<file path="src/rtl/board_writer_if.sv">
// Move request/board bus between the game controller side and board_writer.
// master drives moves and game status; slave (board_writer) owns the board.
interface board_writer_if;
    logic        move_valid;
    logic [3:0]  move_idx;
    logic        new_game;
    logic        game_over;
    logic        move_ready;
    logic        move_reject;
    logic [17:0] tiles;
    logic        turn;
    logic [3:0]  move_count;
    logic        board_locked;

    modport master (
        output move_valid, move_idx, new_game, game_over,
        input  move_ready, move_reject, tiles, turn, move_count, board_locked
    );

    modport slave (
        input  move_valid, move_idx, new_game, game_over,
        output move_ready, move_reject, tiles, turn, move_count, board_locked
    );
endinterface

</file>
<file path="src/rtl/board_writer.sv">
// Write side of the tic-tac-toe tiles bus: validates moves, alternates players,
// waits for game_play to evaluate each write and freezes the board when finished.
module board_writer #(
    parameter int SETTLE_CYCLES = 2,
    parameter bit FIRST_PLAYER  = 1'b0
) (
    input logic          clk,
    input logic          reset,
    board_writer_if.slave bus
);

    typedef enum logic [1:0] {WAIT_MOVE, SETTLE, DONE} state_t;

    state_t      state, state_n;
    logic [17:0] tiles_q, tiles_n;
    logic        turn_q, turn_n;
    logic [3:0]  count_q, count_n;
    logic [3:0]  settle_q, settle_n;
    logic        reject_q, reject_n;
    logic        occupied;
    logic [1:0]  mark;

    assign mark = turn_q ? 2'b10 : 2'b01;

    always_comb begin
        occupied = 1'b0;
        for (int i = 0; i < 9; i++) begin
            if (bus.move_idx == 4'(i)) occupied = (tiles_q[2*i +: 2] != 2'b00);
        end
    end

    always_ff @(posedge clk or negedge reset) begin
        if (!reset) state <= WAIT_MOVE;
        else        state <= state_n;
    end

    always_ff @(posedge clk or negedge reset) begin
        if (!reset) begin
            tiles_q  <= '0;
            turn_q   <= FIRST_PLAYER;
            count_q  <= '0;
            settle_q <= '0;
            reject_q <= 1'b0;
        end else begin
            tiles_q  <= tiles_n;
            turn_q   <= turn_n;
            count_q  <= count_n;
            settle_q <= settle_n;
            reject_q <= reject_n;
        end
    end

    always_comb begin
        state_n  = state;
        tiles_n  = tiles_q;
        turn_n   = turn_q;
        count_n  = count_q;
        settle_n = settle_q;
        reject_n = 1'b0;
        if (bus.new_game) begin
            // new_game wins over everything, including a move in the same cycle
            state_n  = WAIT_MOVE;
            tiles_n  = '0;
            turn_n   = FIRST_PLAYER;
            count_n  = '0;
            settle_n = '0;
        end else begin
            case (state)
                WAIT_MOVE: begin
                    if (bus.move_valid) begin
                        if (bus.move_idx > 4'd8 || occupied) begin
                            reject_n = 1'b1;
                        end else begin
                            for (int i = 0; i < 9; i++) begin
                                if (bus.move_idx == 4'(i)) tiles_n[2*i +: 2] = mark;
                            end
                            count_n  = count_q + 4'd1;
                            settle_n = 4'(SETTLE_CYCLES - 1);
                            state_n  = SETTLE;
                        end
                    end
                end
                SETTLE: begin
                    if (settle_q != 4'd0) begin
                        settle_n = settle_q - 4'd1;
                    end else if (bus.game_over || count_q == 4'd9) begin
                        // turn stays with the player who made the final move
                        state_n = DONE;
                    end else begin
                        turn_n  = ~turn_q;
                        state_n = WAIT_MOVE;
                    end
                end
                DONE:    state_n = DONE;
                default: state_n = WAIT_MOVE;
            endcase
        end
    end

    assign bus.move_ready   = (state == WAIT_MOVE);
    assign bus.board_locked = (state == DONE);
    assign bus.move_reject  = reject_q;
    assign bus.tiles        = tiles_q;
    assign bus.turn         = turn_q;
    assign bus.move_count   = count_q;

endmodule
</file>
<file path="src/flat_wrapper.sv">
// flat-port wrapper written by rule: the top's interface ports become plain ports
module board_writer_flat 
#(
    parameter int SETTLE_CYCLES = 2,
    parameter bit FIRST_PLAYER  = 1'b0
)
  (clk, reset, bus_move_valid, bus_move_idx, bus_new_game, bus_game_over, bus_move_ready, bus_move_reject, bus_tiles, bus_turn, bus_move_count, bus_board_locked);
  board_writer_if bus_i ();
  input logic clk;
  input logic reset;
  input wire logic [$bits(bus_i.move_valid)-1:0] bus_move_valid;
  input wire logic [$bits(bus_i.move_idx)-1:0] bus_move_idx;
  input wire logic [$bits(bus_i.new_game)-1:0] bus_new_game;
  input wire logic [$bits(bus_i.game_over)-1:0] bus_game_over;
  output wire logic [$bits(bus_i.move_ready)-1:0] bus_move_ready;
  output wire logic [$bits(bus_i.move_reject)-1:0] bus_move_reject;
  output wire logic [$bits(bus_i.tiles)-1:0] bus_tiles;
  output wire logic [$bits(bus_i.turn)-1:0] bus_turn;
  output wire logic [$bits(bus_i.move_count)-1:0] bus_move_count;
  output wire logic [$bits(bus_i.board_locked)-1:0] bus_board_locked;
  assign bus_i.move_valid = bus_move_valid;
  assign bus_i.move_idx = bus_move_idx;
  assign bus_i.new_game = bus_new_game;
  assign bus_i.game_over = bus_game_over;
  assign bus_move_ready = bus_i.move_ready;
  assign bus_move_reject = bus_i.move_reject;
  assign bus_tiles = bus_i.tiles;
  assign bus_turn = bus_i.turn;
  assign bus_move_count = bus_i.move_count;
  assign bus_board_locked = bus_i.board_locked;
  board_writer #(.SETTLE_CYCLES(SETTLE_CYCLES), .FIRST_PLAYER(FIRST_PLAYER)) u_core (.clk(clk), .reset(reset), .bus(bus_i));
endmodule
</file>
<file path="config.mk">
export PLATFORM = sky130hd
export DESIGN_NAME = board_writer_flat
export DESIGN_NICKNAME = d
export VERILOG_FILES = /design/src/rtl/board_writer_if.sv /design/src/rtl/board_writer.sv /design/src/flat_wrapper.sv
export SDC_FILE = /design/constraint.sdc
export NUM_CORES = 1
export LEC_CHECK = 0
export CAP_MARGIN = 20
export CORE_UTILIZATION = 50
export CTS_CLUSTER_SIZE = 16
export DETAILED_ROUTE_END_ITERATION = 8
export GPL_TIMING_DRIVEN = 0
export HOLD_SLACK_MARGIN = 0.08
export PLACE_DENSITY = 0.84
export SYNTH_ARGS = -nofsm -noshare
export SYNTH_HDL_FRONTEND = slang
export SYNTH_SLANG_ARGS = --single-unit
</file>
<file path="constraint.sdc">
create_clock -name clk -period 3.21 [get_ports clk]
set_clock_uncertainty 0.1 [all_clocks]
set_input_delay 0.321 -clock clk [delete_from_list [all_inputs] [get_ports clk]]
set_output_delay 0.321 -clock clk [all_outputs]
set_load 0.01 [all_outputs]
</file>
==> impl_metrics.yaml <==
critical_path:
  crit_path_start_kind: "primary input"
  arrival_ns: 2.61
  worst_path_most_repeated_cell: "buf_2"
  required_ns: 3.34
  critical_path_class: "primary input to register"
  cp_max_fo: 10
  endpoint_kind: "register"
  max_stage_delay_ns: 0.45
  critPathBufInv: 3
  slowest_stage: "a2111oi_2"
  path_delay_family: "compound AO/OA/AOI/OAI gates"
  crit_chain: "clkdlybuf4s50_1, buf_2, nand2_1, o32ai_1, a2111oi_2, o211ai_2, buf_2, o41ai_2"
timing:
  fin_tns_setup_ns: 0
  setup-violations-final: 0
  worst_pin_slew_ns: 0.779
  maxSlewViolCount: 0
  hold_violations: 0
  fmaxAchievable_mhz: 404
  period_share: 0.771
  rsz0062_at_grt: "no"
  slew_headroom: 0.479
  fin_crit_ns: 2.48
global_routing:
  gr-usage-all-layers: 0.258
  first_global_vias: 1412
  grt_pass1_wl_um: 6480
  antenna_found_initial: 0
  grt_start_max_net_pins: 17
  grt-ovfl-total: 0
flow_run:
  maxCapViolCount: 0
floorplan:
  rows: 20
  num_io_pins: 35
  dieWidth_um: 59.4
  dieArea_mm2: 0.00353
  fp.dieH_um: 59.4
  initial_core_util: 0.535
  core_area_mm2: 0.00308
clock_tree:
  cts_inserted_buffers: 5
  clock-sinks: 30
  tritoncts: "built"
  clk_pin_slew_ns: 0.09
  clk_path_buf_depth: 2
  clkLatencyLatePin_ns: 0.33
  cts_root_buf: "clkbuf_4"
  cts_setup_buffers: 0
  cts_resized: 0
  cts_htree_levels: 2
  postCtsHoldBufs: 0
yosys:
  ys.flop_type: "dfrtp_1"
  syn-instance-count: 156
  synth.distinct_cells: 39
  synth_area_per_cell_um2: 10.6
  ys_warn_count: 0
  async_flop_share: 1.00
  synth_seq_cells: 30
  syn_area_mm2: 0.00165
  ys_seq_area_frac: 0.456
  syn_nets: 169
  synth_edf_count: 0
power:
  seqPwrFrac: 0.490
  vdd_drop_max_mv: 0.332
  p_clk_frac: 0.228
  power_frac_comb: 0.282
  p_leak_nw: 0.902
  fin_total_pwr_uw: 897
  power.internal_uw: 598
  p_sw_uw: 299
  power.density_mw_per_mm2: 429
  p_sw_frac: 0.334
cells_and_area:
  drive_above_1_share: 0.162
  mostFrequentLayoutCell: "clkdlybuf4s50_1"
  num_antenna_cells: 0
  mostFrequentLayoutCells: "clkdlybuf4s50_1 (33), dfrtp_1 (30), nand2_1 (24)"
  nets: 210
  syn2layout_area_growth_pct: 27.1
outcome:
  status: "complete, no violations"
detailed_routing:
  via_per_inst: 5.69
  wl_per_cell_um: 16.4
  first_iter_violations: 36
  drc: 0
  ant_nets: 0
  drt-pass1-iter-count: 4
  routed-via-count: 1371
  postRouteWirelength_um: 3960
placed_design:
  hpwl_um: 2950
  port_buffers: 33
  place_congestion: 0.837
worst_hold_path:
  hp-class: "primary input to register"
## layout make-up
class | instances | area [um2]
buffer | 11 | 53.8
clock buffer | 7 | 45.0
fill | 256 | 986
inverter | 6 | 22.5
multi-input combinational | 109 | 820
sequential | 30 | 751
tap | 44 | 55.1
timing repair buffer | 34 | 345
## per-stage QoR
stage | hold slack (ns) | cell area [um2] | std cells | setup slack, ns | utilization
6_report | 0.254 | 2090 | 241 | 0.734 | 0.680
5_1_grt | 0.272 | 2090 | 241 | 0.552 | 0.680
4_1_cts | 0.248 | 2090 | 241 | 0.748 | 0.680
3_5_place_dp | 0.410 | 2050 | 234 | 0.405 | 0.665
3_3_place_gp | 0.393 | 2030 | 233 | 0.441 | 0.660
2_1_floorplan | -0.0746 | 1650 | 156 | 1.15 | -
## worst register-to-register path, stage by stage, from the launching register on
cell and delay (ns):
dfrtp_1 0.41, nor4_1 0.26, a211oi_1 0.11, a2111oi_2 0.52, o211ai_2 0.23, buf_2 0.26, o41ai_2 0.32
## routing by layer
metal | share of wire | global-route usage
met4 | 0.019 | 0.143
met2 | 0.50 | 0.411
met3 | 0.057 | 0.0895
met1 | 0.43 | 0.302
met5 | 0 | 0
## cells by family after synthesis
family	share of synthesized area
and+or+nand+nor	0.185
DFF	0.456
AOI/OAI and AO/OA	0.277
buffers and inverters	0.0464
xor gates and xnor gates	0.00532
adders and majority gates	0.0304
## synthesized netlist by cell type (2+ instances only)
master / instances / area share
a211oi_1: 2 / 0.0091
a21o_1: 2 / 0.0091
a21oi_1: 4 / 0.012
a22o_1: 2 / 0.011
and2_1: 2 / 0.0076
buf_1: 2 / 0.0046
buf_2: 4 / 0.012
buf_4: 2 / 0.0091
clkbuf_1: 3 / 0.0068
dfrtp_1: 30 / 0.46
ha_1: 4 / 0.030
inv_1: 6 / 0.014
nand2_1: 24 / 0.055
nand2b_1: 4 / 0.015
nor2_1: 9 / 0.021
nor2b_1: 2 / 0.0076
nor3_1: 4 / 0.012
nor3b_1: 3 / 0.014
nor4b_1: 2 / 0.011
o21ai_0: 7 / 0.021
o2bb2ai_1: 2 / 0.011
o41ai_2: 15 / 0.15
or2_1: 2 / 0.0076
or2_2: 2 / 0.0076
or3_1: 3 / 0.011
## sequential cells by signal, indices dropped and copies added, names as in the netlist
name,flops
u_core.bus.tiles,18
u_core.bus.move_count,4
u_core.bus.turn,1
u_core.settle_q,4
u_core.state,2
u_core.bus.move_reject,1
## path summary, 6_finish.rpt
kind / slack [ns] / end / cells after the start / startpoint
hold reg to reg: 0.43 / u_core.bus.tiles[13] / 2 / u_core.bus.tiles[13]
max in group asynchronous: 2.11 / u_core.settle_q[3] / 2 / reset
hold / removal: 0.25 / u_core.bus.turn / 2 / bus_new_game
setup / recovery: 0.73 / u_core.bus.tiles[1] / 8 / bus_move_idx[1]
min in group asynchronous: 0.33 / u_core.bus.tiles[7] / 1 / reset
setup reg to reg: 0.89 / u_core.bus.tiles[1] / 6 / u_core.bus.tiles[1]
## power by group through the flow
stage / logic [mW] / clock network [mW] / registers, mW
floorplan: 0.146 / 0 / 0.448
global placement: 0.243 / 0 / 0.443
detailed placement: 0.252 / 0 / 0.446
CTS: 0.253 / 0.212 / 0.439
global route: 0.279 / 0.224 / 0.443
finish: 0.253 / 0.204 / 0.440
No activity file was read; power rests on OpenSTA's default activity.
